## src/rtl/desired_drive_pkg.sv

```systemverilog
`default_nettype none
// ============================================================================
// Module      : desired_drive_pkg
// Description : Shared constants and helpers for the assist-current pipeline.
//               Holds the default torque deadband, incline clamp bounds and
//               offsets, cadence offset/threshold and the product-width helper.
// Revision    : 1.0 - initial release
// ============================================================================
package desired_drive_pkg;

    // Default torque deadband subtracted from the averaged crank torque.
    localparam int DEF_TORQUE_MIN  = 'h380;

    // Incline is first clamped to this signed window.
    localparam int INCLINE_MIN     = -512;
    localparam int INCLINE_MAX     = 511;

    // Offset turning the clamped incline into an unsigned assist factor.
    localparam int INCLINE_OFFSET  = 256;
    localparam int INCLINE_FAC_MAX = 511;
    localparam int INCLINE_FAC_W   = 9;

    // Cadence below CAD_MIN produces no assist; above it an offset is added.
    localparam int CAD_OFFSET      = 32;
    localparam int CAD_MIN         = 2;

    // Full-precision width of p_a * p_b.
    function automatic int prod_width(input int tq_w, input int set_w, input int cad_w);
        return tq_w + set_w + INCLINE_FAC_W + cad_w + 1;
    endfunction

endpackage
`default_nettype wire

```

## src/rtl/desired_drive_pipe_slew.sv

```systemverilog
`default_nettype none
// ============================================================================
// Module      : slew_limiter
// Description : Moves target_curr toward raw_target each clock with separate
//               rise/fall step limits (0 = unlimited). Brake clears to zero.
// Ports       : clk, rst_n       - clock, async active-low reset
//               brake            - synchronous clear of target_curr
//               raw_target       - setpoint to follow
//               target_curr      - slew-limited output (registered)
// Revision    : 1.0 - initial release
// ============================================================================
module slew_limiter #(
    parameter int CUR_W   = 12,
    parameter int SLEW_UP = 32,
    parameter int SLEW_DN = 4095
) (
    input  logic             clk,
    input  logic             rst_n,
    input  logic             brake,
    input  logic [CUR_W-1:0] raw_target,
    output logic [CUR_W-1:0] target_curr
);

    logic [CUR_W-1:0] w_diff_up;
    logic [CUR_W-1:0] w_diff_dn;
    logic [CUR_W-1:0] w_next;

    assign w_diff_up = raw_target - target_curr;
    assign w_diff_dn = target_curr - raw_target;

    // The step casts below are only taken when the limit is smaller than the
    // difference, so the limit always fits in CUR_W bits there.
    always_comb begin
        w_next = target_curr;
        if (raw_target > target_curr) begin
            if (SLEW_UP == 0 || 32'(w_diff_up) <= SLEW_UP)
                w_next = raw_target;
            else
                w_next = target_curr + CUR_W'(SLEW_UP);
        end else if (raw_target < target_curr) begin
            if (SLEW_DN == 0 || 32'(w_diff_dn) <= SLEW_DN)
                w_next = raw_target;
            else
                w_next = target_curr - CUR_W'(SLEW_DN);
        end
    end

    always_ff @(posedge clk or negedge rst_n) begin
        if (!rst_n)
            target_curr <= '0;
        else if (brake)
            target_curr <= '0;
        else
            target_curr <= w_next;
    end

endmodule
`default_nettype wire

```

## src/rtl/desired_drive_pipe.sv

```systemverilog
`default_nettype none
// ============================================================================
// Module      : desired_drive_pipe
// Description : Assist-current computation. Conditions torque/incline/cadence,
//               multiplies through a pipelined path with valid tracking,
//               saturates to CUR_W bits and slew-limits the final target.
// Ports       : clk, rst_n       - clock, async active-low reset
//               in_vld           - input sample valid
//               avg_torque       - unsigned averaged crank torque
//               cadence_vec      - unsigned cadence
//               incline          - signed incline
//               setting          - assist level (0 = off)
//               brake            - sync override, flushes pipe and target
//               raw_target       - saturated pipeline result (held)
//               target_curr      - slew-limited target current
//               out_vld          - one-clock pulse when raw_target updates
//               saturated        - raw_target was clipped
//               at_target        - target_curr equals raw_target
// Revision    : 1.0 - initial release
// ============================================================================
module desired_drive_pipe
    import desired_drive_pkg::*;
#(
    parameter int TQ_W       = 12,
    parameter int CAD_W      = 5,
    parameter int INC_W      = 13,
    parameter int SET_W      = 2,
    parameter int CUR_W      = 12,
    parameter int TORQUE_MIN = DEF_TORQUE_MIN,
    parameter int SHIFT      = 15,
    parameter int SLEW_UP    = 32,
    parameter int SLEW_DN    = 4095
) (
    input  logic             clk,
    input  logic             rst_n,
    input  logic             in_vld,
    input  logic [TQ_W-1:0]  avg_torque,
    input  logic [CAD_W-1:0] cadence_vec,
    input  logic [INC_W-1:0] incline,
    input  logic [SET_W-1:0] setting,
    input  logic             brake,
    output logic [CUR_W-1:0] raw_target,
    output logic [CUR_W-1:0] target_curr,
    output logic             out_vld,
    output logic             saturated,
    output logic             at_target
);

    localparam int c_cad_w  = CAD_W + 1;
    localparam int c_pa_w   = TQ_W + SET_W;
    localparam int c_pb_w   = INCLINE_FAC_W + c_cad_w;
    localparam int c_prod_w = prod_width(TQ_W, SET_W, CAD_W);
    localparam logic [c_prod_w-1:0] c_cur_max =
        {{(c_prod_w-CUR_W){1'b0}}, {CUR_W{1'b1}}};

    // ---------------- input conditioning (combinational) ----------------
    logic [TQ_W-1:0]          w_torque_pos;
    logic signed [31:0]       w_inc_sat;
    logic signed [31:0]       w_inc_off;
    logic [INCLINE_FAC_W-1:0] w_inc_fac;
    logic [c_cad_w-1:0]       w_cad_fac;

    always_comb begin
        w_torque_pos = '0;
        if (avg_torque > TQ_W'(TORQUE_MIN))
            w_torque_pos = avg_torque - TQ_W'(TORQUE_MIN);
    end

    always_comb begin
        w_inc_sat = 32'($signed(incline));
        if (w_inc_sat > INCLINE_MAX)
            w_inc_sat = INCLINE_MAX;
        else if (w_inc_sat < INCLINE_MIN)
            w_inc_sat = INCLINE_MIN;
        w_inc_off = w_inc_sat + INCLINE_OFFSET;
        if (w_inc_off < 0)
            w_inc_fac = '0;
        else if (w_inc_off > INCLINE_FAC_MAX)
            w_inc_fac = INCLINE_FAC_W'(INCLINE_FAC_MAX);
        else
            w_inc_fac = w_inc_off[INCLINE_FAC_W-1:0];
    end

    assign w_cad_fac = (cadence_vec >= CAD_W'(CAD_MIN))
                     ? {1'b0, cadence_vec} + c_cad_w'(CAD_OFFSET)
                     : '0;

    // ---------------- pipeline registers ----------------
    logic                     r_s1_vld, r_s2_vld, r_s3_vld;
    logic [TQ_W-1:0]          r_torque_pos;
    logic [SET_W-1:0]         r_setting;
    logic [INCLINE_FAC_W-1:0] r_inc_fac;
    logic [c_cad_w-1:0]       r_cad_fac;
    logic [c_pa_w-1:0]        r_p_a;
    logic [c_pb_w-1:0]        r_p_b;
    logic [c_prod_w-1:0]      r_prod;

    logic [c_prod_w-1:0]      w_prod_hi;
    logic                     w_sat;

    assign w_prod_hi = r_prod >> SHIFT;
    assign w_sat     = (w_prod_hi > c_cur_max);

    always_ff @(posedge clk or negedge rst_n) begin
        if (!rst_n) begin
            r_s1_vld     <= 1'b0;
            r_s2_vld     <= 1'b0;
            r_s3_vld     <= 1'b0;
            out_vld      <= 1'b0;
            r_torque_pos <= '0;
            r_setting    <= '0;
            r_inc_fac    <= '0;
            r_cad_fac    <= '0;
            r_p_a        <= '0;
            r_p_b        <= '0;
            r_prod       <= '0;
            raw_target   <= '0;
            saturated    <= 1'b0;
        end else begin
            // Brake kills every valid, so in-flight and newly presented
            // samples never reach raw_target.
            r_s1_vld <= in_vld   & ~brake;
            r_s2_vld <= r_s1_vld & ~brake;
            r_s3_vld <= r_s2_vld & ~brake;
            out_vld  <= r_s3_vld & ~brake;

            if (in_vld) begin
                r_torque_pos <= w_torque_pos;
                r_setting    <= setting;
                r_inc_fac    <= w_inc_fac;
                r_cad_fac    <= w_cad_fac;
            end
            if (r_s1_vld) begin
                r_p_a <= c_pa_w'(r_torque_pos) * c_pa_w'(r_setting);
                r_p_b <= c_pb_w'(r_inc_fac) * c_pb_w'(r_cad_fac);
            end
            if (r_s2_vld)
                r_prod <= c_prod_w'(r_p_a) * c_prod_w'(r_p_b);

            if (brake) begin
                raw_target <= '0;
                saturated  <= 1'b0;
            end else if (r_s3_vld) begin
                raw_target <= w_sat ? {CUR_W{1'b1}} : w_prod_hi[CUR_W-1:0];
                saturated  <= w_sat;
            end
        end
    end

    // ---------------- slew limiter ----------------
    slew_limiter #(
        .CUR_W   (CUR_W),
        .SLEW_UP (SLEW_UP),
        .SLEW_DN (SLEW_DN)
    ) u_slew (
        .clk         (clk),
        .rst_n       (rst_n),
        .brake       (brake),
        .raw_target  (raw_target),
        .target_curr (target_curr)
    );

    assign at_target = (target_curr == raw_target);

endmodule
`default_nettype wire
```

## config.mk

```make
export PLATFORM = sky130hd
export DESIGN_NAME = desired_drive_pipe
export DESIGN_NICKNAME = d
export VERILOG_FILES = /design/src/rtl/desired_drive_pkg.sv /design/src/rtl/desired_drive_pipe_slew.sv /design/src/rtl/desired_drive_pipe.sv
export SDC_FILE = /design/constraint.sdc
export NUM_CORES = 1
export LEC_CHECK = 0
export CORE_MARGIN = 2
export CORE_UTILIZATION = 55
export DETAILED_ROUTE_END_ITERATION = 7
export PLACE_DENSITY = 0.79
export SLEW_MARGIN = 20
export SYNTH_ARGS = -nofsm -noshare
export SYNTH_HDL_FRONTEND = slang
export SYNTH_SLANG_ARGS = --single-unit
export TNS_END_PERCENT = 100
```

## constraint.sdc

```tcl
create_clock -name clk -period 6.5 [get_ports clk]
set_clock_uncertainty 0.15 [all_clocks]
set_input_delay 1.3 -clock clk [delete_from_list [all_inputs] [get_ports clk]]
set_output_delay 1.3 -clock clk [all_outputs]
set_load 0.05 [all_outputs]
```

==> results of run 1 <==
==> registers in the layout, indices dropped and copies added, names as in the netlist, 2 cells and up <==
name,flops
r_p_b,15
r_p_a,14
r_prod,14
r_torque_pos,12
raw_target,12
u_slew.target_curr,12
r_inc_fac,9
r_cad_fac,6
r_setting,2
==> cell usage after synthesis, types with 7 or more instances <==
master	count	area, um2
o21a_1	12	90.09
o22ai_1	19	118.9
dfrtp_1	101	2527
nor2b_1	8	50.05
nor2_1	42	157.7
clkbuf_1	49	183.9
nand4_1	9	56.30
or3_1	7	43.79
and2_1	146	913.4
o31ai_1	8	60.06
nor3_1	19	95.09
ha_1	147	1839
mux2i_1	18	180.2
fa_1	182	3643
nand2_1	172	645.6
o21ai_0	39	195.2
xor2_1	8	70.07
a21o_1	13	97.59
xnor2_1	22	192.7
mux2_2	36	405.4
a21oi_1	52	260.3
nand3_1	18	90.09
inv_1	260	975.9
a31oi_1	11	68.82
buf_1	8	30.03
==> area by class of cell <==
cell class,instances,area [um2],area share (%)
Clock buffer,11,242.7,1.593
Clock inverter,5,43.79,0.2875
Inverter,262,983.4,6.455
Multi-Input combinational cell,1075,10080,66.17
Sequential cell,101,2545,16.71
Tap cell,324,405.4,2.661
Timing Repair Buffer,104,933.4,6.127
==> cell families (layout without fill, tap and decap cells) <==
family | Yosys count | after routing | synth area share, %
fa+ha+maj | 329 | 329 | 39.90
xor+xnor | 30 | 30 | 1.912
mux | 55 | 55 | 4.371
buf+inv | 320 | 382 | 8.751
simple gates | 461 | 461 | 17.10
flops | 101 | 101 | 18.39
compound gates | 200 | 200 | 9.570
==> layer usage <==
layer  part of all wire, %  track usage (%)  vias to the layer above
li1                      -                -                     4926
met1                    43            31.88                     5269
met2                    50            42.15                      248
met3                   4.2            3.115                       39
met4                   1.9            7.080                        0
met5                     0                0                        -
==> worst register-to-register path, cell delays in order (launching register included) <==
cell,delay [ps]
dfrtp_2,410
buf_4,160
and2_1,160
fa_1,530
inv_1,50
fa_1,530
inv_1,50
fa_1,530
fa_1,440
fa_1,550
inv_1,60
fa_1,530
inv_1,40
ha_1,310
nand3_1,120
o211ai_1,210
o21a_1,180
a41oi_1,120
buf_4,170
and4_2,240
o31ai_2,260
xor2_1,110
mux2_2,280
==> timing repair <==
item,4_1_cts,5_1_grt
setup buffers,0,3
setup endpoints to repair,0,6
gates resized for setup,0,27
==> final timing paths <==
check / endpoint / cells past startpoint
min in group asynchronous: r_inc_fac[0]$_DFFE_PN0P_ / 1
worst max register to register: r_prod[27]$_DFFE_PN0P_ / 22
worst min-delay path: saturated$_DFFE_PN0P_ / 2
worst min register to register: saturated$_DFFE_PN0P_ / 2
max in group asynchronous: r_p_a[13]$_DFFE_PN0P_ / 2
worst max-delay path: r_prod[27]$_DFFE_PN0P_ / 22
==> stage by stage <==
stage | setup TNS [ps] | hold WS (ps) | worst slack, ps
5_1_grt | -58.89 | 368.4 | -52.56
6_report | 0 | 329.7 | 192.6
4_1_cts | 0 | 336.5 | 47.40
2_1_floorplan | 0 | 298.3 | 292.8
3_3_place_gp | 0 | 309.4 | 193.8
3_5_place_dp | 0 | 317.0 | 112.9
==> metrics.csv, run 1 <==
stage,metric,value,unit
clock_tree,CTS Root Buffer Type,clkbuf_16,
status,status,"finished, final reports clean",
clock_tree,Worst-path clk slew,80,ps
worst_setup_path,R2R Path Start,r_p_a[4]$_DFFE_PN0P_,
worst_setup_path,Crit path buffers/inverters,6,
yosys,"Top FF cell, synth",dfrtp_1,
finish,NumNets Final,1918,
worst_setup_path,"Largest delay share family, worst path",adder cells,
finish,"commonest non-fill, non-tap cells in the layout","inv_1, fa_1, nand2_1, and2_1, ha_1",
floorplanning,Die Y,162.1,um
finish,Synth-to-Final Area Change,10.87,%
finish,final non-filler cell total,1882,
worst_setup_path,cell repeated most along the worst path,fa_1,
timing,final setup fails,0,
finish,share of post-route cells with drive strength above 1,8.408,%
clock_tree,number of hold buffers added after CTS,0,
routing,remaining antenna violation count after routing,0,
clock_tree,# clock sinks,101,
timing,min Tclk post-route,6307,ps
finish,filler instances,2019,
floorplanning,die width,162.1,um
worst_setup_path,crit path cell chain,"buf_4, and2_1, fa_1, inv_1, fa_1, inv_1, fa_1, fa_1, fa_1, inv_1, fa_1, inv_1, ha_1, nand3_1, o211ai_1, o21a_1, a41oi_1, buf_4, and4_2, o31ai_2, xor2_1, mux2_2",
yosys,Yosys cell types,66,
routing,initial drt markers,575,
finish,"leading cell type in the layout, fill and taps excluded",inv_1,
floorplanning,core footprint,0.02439,mm2
worst_setup_path,slowest CP cell,fa_1,
floorplanning,# rows,57,
worst_setup_path,Slowest Stage Delay on Critical Path,550,ps
placement,Port Buffers,62,
grt,vias in the first global route,10960,
routing,total number of vias,10480,
routing,"wirelength, routed",30170,um
timing,final hold vios,0,
worst_setup_path,arrival time at the worst endpoint,6410,ps
grt,GR Util All Layers,24.23,%
placement,DP HPWL,24830,um
timing,max_slew headroom,37.09,%
worst_setup_path,Setup crit end kind,flip-flop,
floorplanning,starting density of the core,56.34,%
yosys,number of synthesized flops with an enable pin,0,
yosys,Syn Inst Count,1496,
timing,RSZ-0062 raised after global routing,yes,
timing,pin slew with the least headroom to its limit,930.6,ps
clock_tree,CTS buffer count,9,
worst_setup_path,R2R setup slack,190,ps
floorplanning,Die ar.,0.02626,mm2
placement,cell area after placement,0.01484,mm2
min_path,worst hold-check path type,flip-flop to flip-flop,
grt,pin count of the biggest net entering global routing,66,
finish,Util after Layout,62.46,%
clock_tree,CTS tree,built,
yosys,post-synthesis sequential area ratio,18.39,%
yosys,Syn. warnings,0,
routing,drt pass-1 iters,6,
worst_setup_path,CP Class,flip-flop to flip-flop,
timing,final number of max-transition violations,0,
routing,WL per Instance,16.03,um
finish,post-route cell area,0.01523,mm2
worst_setup_path,Setup crit start kind,flip-flop,
timing,Final Cycle Share,97.04,%
placement,Inst Count DP,1863,
timing,FMAX,158.5,MHz
routing,Residual DRC,0,
grt,first-pass GRT wire length,51740,um
finish,ant diodes,0,
yosys,Syn Nets,1861,
grt,gr ovfl total,0,
clock_tree,Max clock buf depth,2,
routing,Via density,5.570,
yosys,asr flop ratio synth,100.0,%
worst_setup_path,Required @ worst endpoint,6600,ps
placement,Placer Congestion,0.8734,
worst_setup_path,CP Max Fanout,9,
yosys,Syn Area/Cell,9.185,um2
grt,initial antenna violation count,0,
min_path,Hold Crit Start,saturated$_DFFE_PN0P_,
yosys,Post-Syn Area,0.01374,mm2
floorplanning,I/O pins,63,
flow_run,Max-Cap Viols,0,
clock_tree,clk_lat worst skew,370,ps
clock_tree,H-tree depth,3,
yosys,register bit count reported by yosys,101,
worst_setup_path,crit path from,r_p_a[4]$_DFFE_PN0P_,
Power of run 1 is not shown: default switching activity piles up to over one toggle a cycle in this logic, so the estimate is an artifact.
==> inputs of run 2 (changes only) <==
--- a/config.mk
+++ b/config.mk
@@ -5,10 +5,12 @@
 export SDC_FILE = /design/constraint.sdc
 export NUM_CORES = 1
 export LEC_CHECK = 0
+export CELL_PAD_IN_SITES_DETAIL_PLACEMENT = 1
+export CELL_PAD_IN_SITES_GLOBAL_PLACEMENT = 1
 export CORE_MARGIN = 2
-export CORE_UTILIZATION = 55
+export CORE_UTILIZATION = 45
 export DETAILED_ROUTE_END_ITERATION = 7
-export PLACE_DENSITY = 0.79
+export PLACE_DENSITY = 0.83
 export SLEW_MARGIN = 20
 export SYNTH_ARGS = -nofsm -noshare
 export SYNTH_HDL_FRONTEND = slang
==> run 2 against run 1 <==
Net effect:
- count of clock-buffer cells in the layout fell by 2
- die area rose by 22%
- hold slack got worse by 1.4 ps
- cell count rose by 3.5%
- via count rose by 2.4%
- global-route usage rose by 0.12 points
- routed wire length rose by 23%
- final area rose by 0.44%
- critical path depth fell by 1
- first-iteration DRC count fell by 22%
- flip-flop and latch count did not move
- critical path type unchanged
==> metrics.csv, run 2 (same netlist as run 1, synthesis figures left out) <==
stage,metric,value,unit
floorplanning,I/O pins,63,
floorplanning,starting density of the core,45.99,%
grt,pin count of the biggest net entering global routing,64,
flow_run,Max-Cap Viols,0,
grt,vias in the first global route,11930,
routing,initial drt markers,447,
finish,final non-filler cell total,1948,
clock_tree,CTS tree,built,
clock_tree,Max clock buf depth,2,
worst_setup_path,CP Class,flip-flop to flip-flop,
floorplanning,Die Y,178.7,um
timing,final worst-path setup slack,202.7,ps
floorplanning,Die ar.,0.03195,mm2
timing,final hold vios,0,
timing,pin slew with the least headroom to its limit,1017,ps
clock_tree,CTS Root Buffer Type,clkbuf_16,
finish,ant diodes,0,
grt,initial antenna violation count,0,
finish,share of post-route cells with drive strength above 1,8.087,%
floorplanning,# rows,63,
worst_setup_path,CP Max Fanout,15,
timing,final number of max-transition violations,0,
finish,largest register by flop count,r_p_b,
status,status,"finished, final reports clean",
timing,max_slew headroom,31.24,%
routing,Via density,5.508,
clock_tree,clk_lat worst skew,370,ps
placement,Placer Congestion,0.8555,
timing,final setup fails,0,
grt,GR Util All Layers,24.35,%
finish,NumNets Final,1918,
placement,Port Buffers,62,
routing,total number of vias,10730,
routing,"wirelength, routed",37110,um
finish,biggest regs,"r_p_b: 15 flops, r_p_a: 14 flops, r_prod: 14 flops",
worst_setup_path,arrival time at the worst endpoint,6450,ps
clock_tree,# clock sinks,101,
finish,"commonest non-fill, non-tap cells in the layout","inv_1, fa_1, nand2_1, ha_1, and2_1",
worst_setup_path,Setup crit end kind,flip-flop,
floorplanning,die width,178.7,um
grt,first-pass GRT wire length,61280,um
routing,Residual DRC,0,
placement,Place WS,-19.32,ps
routing,drt pass-1 iters,5,
clock_tree,Worst-path clk slew,80,ps
timing,min Tclk post-route,6297,ps
clock_tree,H-tree depth,3,
timing,Final Cycle Share,96.88,%
placement,cell area after placement,0.01488,mm2
finish,max reg flops,15,
clock_tree,CTS buffer count,9,
finish,Synth-to-Final Area Change,11.36,%
placement,DP HPWL,29440,um
finish,Util after Layout,51.22,%
min_path,worst hold-check path type,flip-flop to flip-flop,
placement,Inst Count DP,1924,
finish,post-route cell area,0.01530,mm2
worst_setup_path,Required @ worst endpoint,6660,ps
worst_setup_path,Setup crit start kind,flip-flop,
floorplanning,core footprint,0.02987,mm2
timing,RSZ-0062 raised after global routing,yes,
routing,remaining antenna violation count after routing,0,
timing,FMAX,158.8,MHz
grt,gr ovfl total,0,
routing,WL per Instance,19.05,um
finish,"leading cell type in the layout, fill and taps excluded",inv_1,
==> run 2: cell types whose count changed in the layout (fill, tap and decap cells not counted), sizes merged <==
cell      before  now
inv          262  263
clkinvlp       2    1
clkinv         3    5
clkbuf        11    9
==> run 2: worst paths after layout <==
kind,from,endpoint,slack [ps],cells past startpoint
max in group asynchronous,rst_n,r_p_b[3]$_DFFE_PN0P_,4140,2
min in group asynchronous,rst_n,u_slew.target_curr[8]$_DFFE_PN0P_,750,1
worst min register to register,saturated$_DFFE_PN0P_,saturated$_DFFE_PN0P_,330,2
worst max-delay path,r_p_a[4]$_DFFE_PN0P_,r_prod[22]$_DFFE_PN0P_,200,21
worst min-delay path,saturated$_DFFE_PN0P_,saturated$_DFFE_PN0P_,330,2
worst max register to register,r_p_a[4]$_DFFE_PN0P_,r_prod[22]$_DFFE_PN0P_,200,21
==> run 2: worst max-delay path, cell delays in order (launching register included) <==
cell      delay [ps]
dfrtp_1          390
buf_6            150
and2_1           160
fa_1             530
inv_1             50
fa_1             560
inv_1             70
fa_1             520
inv_1             70
fa_1             470
inv_1             50
fa_1             550
fa_1             440
ha_1             300
o21a_1           170
o211ai_1         260
nor3_2            90
a31oi_2          270
a21boi_2          90
o21a_1           190
or4b_2           600
nand3_1          100
==> run 2: layout make-up <==
| cell class | count | area [um2] |
|---|---|---|
| clock buffers | 9 | 225.2 |
| clock inverters | 7 | 75.07 |
| fillers | 3414 | 14570 |
| inverters | 262 | 983.4 |
| multi-input cells | 1075 | 10040 |
| flip-flops and latches | 101 | 2541 |
| well taps | 390 | 488.0 |
| repair buffers | 104 | 944.7 |
==> run 2: routing by layer <==
metal | up-vias | part of all wire, % | GRT usage [%]
li1 | 4921 | - | -
met1 | 5563 | 42 | 29.62
met2 | 192 | 53 | 45.08
met3 | 54 | 3.2 | 3.372
met4 | 0 | 2.2 | 6.301
met5 | - | 0 | 0
==> run 2: per-stage QoR <==
step | hold slack [ps] | setup TNS [ps]
2_1_floorplan | 298.3 | 0
3_3_place_gp | 310.1 | 0
3_5_place_dp | 320.7 | -19.32
4_1_cts | 339.6 | 0
5_1_grt | 357.6 | -31.32
6_report | 328.4 | 0
==> run 2: what timing repair did <==
action / in CTS / in global routing
endpoints found under the setup margin: 1 / 7
endpoints found under the hold margin: 0 / 0
resized for setup: 2 / 20
setup buffers: 0 / 8
gates cloned: 0 / 0
pin swaps: 2 / 7
hold buffers: 0 / 0
Power of run 2 is left out for the same reason.
==> inputs of run 3 (changes only) <==
--- a/config.mk
+++ b/config.mk
@@ -7,7 +7,6 @@
 export LEC_CHECK = 0
 export CELL_PAD_IN_SITES_DETAIL_PLACEMENT = 1
 export CELL_PAD_IN_SITES_GLOBAL_PLACEMENT = 1
-export CORE_MARGIN = 2
 export CORE_UTILIZATION = 45
 export DETAILED_ROUTE_END_ITERATION = 7
 export PLACE_DENSITY = 0.83
==> run 3 against run 2 <==
Net effect:
- count of clock-buffer cells in the layout unchanged
- hold slack improved by 1.7 ps
- cell count increased by 0.36%
- via count increased by 1.6%
- global-route usage increased by 1.3 points
- critical path depth increased by 1
- non-clock buffer count increased by 7
- utilization increased by 0.62 points
- maximum frequency decreased by 0.84%
- final area increased by 1.2%
- critical endpoint is now r_prod[25]$_DFFE_PN0P_
==> metrics.csv, run 3 (same netlist as run 1, synthesis figures left out) <==
stage,metric,value,unit
status,status,"finished, final reports clean",
clock_tree,CTS Root Buffer Type,clkbuf_16,
clock_tree,CTS buffer count,9,
worst_setup_path,CP Max Fanout,11,
worst_setup_path,slowest CP cell,fa_1,
placement,DP HPWL,30680,um
clock_tree,Max clock buf depth,2,
worst_setup_path,arrival time at the worst endpoint,6450,ps
timing,Final Cycle Share,97.70,%
grt,gr ovfl total,0,
floorplanning,# rows,63,
worst_setup_path,cell repeated most along the worst path,fa_1,
worst_setup_path,Setup crit end kind,flip-flop,
clock_tree,Worst-path clk slew,80,ps
routing,remaining antenna violation count after routing,0,
finish,NumNets Final,1925,
routing,drt pass-1 iters,6,
timing,final setup fails,0,
finish,share of post-route cells with drive strength above 1,9.073,%
finish,max reg flops,15,
worst_setup_path,CP Class,flip-flop to flip-flop,
worst_setup_path,Required @ worst endpoint,6600,ps
worst_setup_path,R2R setup slack,150,ps
grt,GR Util All Layers,25.64,%
finish,"leading cell type in the layout, fill and taps excluded",inv_1,
timing,final number of max-transition violations,0,
timing,final hold vios,0,
finish,biggest regs,"r_p_b: 15 flops, r_p_a: 14 flops, r_prod: 14 flops",
finish,filler instances,3393,
grt,vias in the first global route,12340,
min_path,worst-case hold path end point,r_prod[16]$_DFFE_PN0P_,
worst_setup_path,Setup crit start kind,flip-flop,
worst_setup_path,"Largest delay share family, worst path",adder cells,
worst_setup_path,Crit path buffers/inverters,7,
floorplanning,Die Y,176.7,um
grt,first-pass GRT wire length,63020,um
clock_tree,CTS tree,built,
worst_setup_path,R2R Path Start,r_p_b[7]$_DFFE_PN0P_,
placement,Placer Congestion,0.8892,
finish,ant diodes,0,
grt,initial antenna violation count,0,
routing,Residual DRC,0,
min_path,worst hold-check path type,flip-flop to flip-flop,
routing,initial drt markers,523,
placement,Inst Count DP,1930,
floorplanning,Die ar.,0.03124,mm2
routing,total number of vias,10900,
min_path,Worst Hold Depth,1,
worst_setup_path,RR Endpoint,r_prod[25]$_DFFE_PN0P_,
timing,max_slew headroom,41.43,%
worst_setup_path,Slowest Stage Delay on Critical Path,540,ps
finish,final non-filler cell total,1955,
clock_tree,H-tree depth,3,
clock_tree,clk_lat worst skew,380,ps
flow_run,Max-Cap Viols,0,
clock_tree,# clock sinks,101,
routing,WL per Instance,19.80,um
timing,FMAX,157.5,MHz
floorplanning,starting density of the core,45.99,%
routing,"wirelength, routed",38710,um
floorplanning,core footprint,0.02987,mm2
floorplanning,die width,176.7,um
grt,pin count of the biggest net entering global routing,73,
timing,pin slew with the least headroom to its limit,872.8,ps
worst_setup_path,crit path cell chain,"buf_6, and2_1, fa_1, inv_1, fa_1, inv_1, fa_1, fa_1, fa_1, inv_1, fa_1, inv_1, ha_4, o211ai_1, buf_4, nor3_4, nand4_1, buf_4, a31oi_4, nor2_1, xnor2_1, mux2_2",
finish,largest register by flop count,r_p_b,
placement,Port Buffers,62,
finish,"commonest non-fill, non-tap cells in the layout","inv_1, fa_1, nand2_1, and2_1, ha_1",
worst_setup_path,r2r worst-path depth,22,
finish,Synth-to-Final Area Change,12.70,%
timing,min Tclk post-route,6351,ps
floorplanning,I/O pins,63,
min_path,Hold Crit Start,r_prod[16]$_DFFE_PN0P_,
routing,Via density,5.574,
-- run 3: timing repair --
action,in CTS,in global routing
pin swaps,0,18
endpoints found under the setup margin,3,9
hold buffers,0,0
setup buffers,0,8
resized for setup,4,32
-- run 3: how the worst max path moves through the flow --
stage,depth (start not counted),start,end
final,22,r_p_b[7]$_DFFE_PN0P_,r_prod[25]$_DFFE_PN0P_
after global routing,22,r_p_b[7]$_DFFE_PN0P_,r_prod[25]$_DFFE_PN0P_
after floorplan,21,r_p_a[4]$_DFFE_PN0P_,r_prod[22]$_DFFE_PN0P_
after CTS,19,r_p_a[6]$_DFFE_PN0P_,r_prod[22]$_DFFE_PN0P_
after detailed placement,19,r_p_a[6]$_DFFE_PN0P_,r_prod[22]$_DFFE_PN0P_
after global placement,20,r_p_b[9]$_DFFE_PN0P_,r_prod[27]$_DFFE_PN0P_
-- run 3: area by class of cell --
cell class                      instances  area (um2)  share of cell area, %
Sequential cell                       101        2540                  16.40
Tap cell                              390       488.0                  3.151
Multi-Input combinational cell       1075       10160                  65.60
Timing Repair Buffer                  111        1017                  6.569
Clock buffer                            9       225.2                  1.454
Clock inverter                          7       73.82                 0.4767
Inverter                              262       983.4                  6.350
-- run 3: stage by stage --
stage / hold slack, ps / setup WS, ps / area, um2 / util, % / TNS [ps]
6_report: 330.1 / 149.5 / 15490 / 51.84 / 0
5_1_grt: 354.3 / -77.92 / 15490 / 51.84 / -237.3
4_1_cts: 336.6 / 3.069 / 15240 / 51.02 / 0
3_5_place_dp: 320.2 / 24.33 / 14930 / 49.97 / 0
3_3_place_gp: 312.0 / 203.9 / 14930 / 49.97 / 0
2_1_floorplan: 298.3 / 292.8 / 13740 / - / 0
-- run 3: worst register-to-register path, delay by kind of cell (launching register included) --
family / cells / cell delay (ps)
XOR/XNOR: 1 / 150
flip-flops: 1 / 440
AND/OR/NAND/NOR: 4 / 740
buffers and inverters: 7 / 830
AO/OA/AOI/OAI: 2 / 260
multiplexers: 1 / 280
adder cells (fa/ha/maj): 7 / 3420
-- run 3: routing by layer --
metal / share of wire, % / vias up / track usage [%]
li1: - / 4937 / -
met4: 3.5 / 0 / 10.52
met5: 0 / - / 0.1603
met3: 4.0 / 113 / 3.436
met2: 52 / 301 / 46.27
met1: 41 / 5547 / 30.54
Power of run 3 is left out for the same reason.
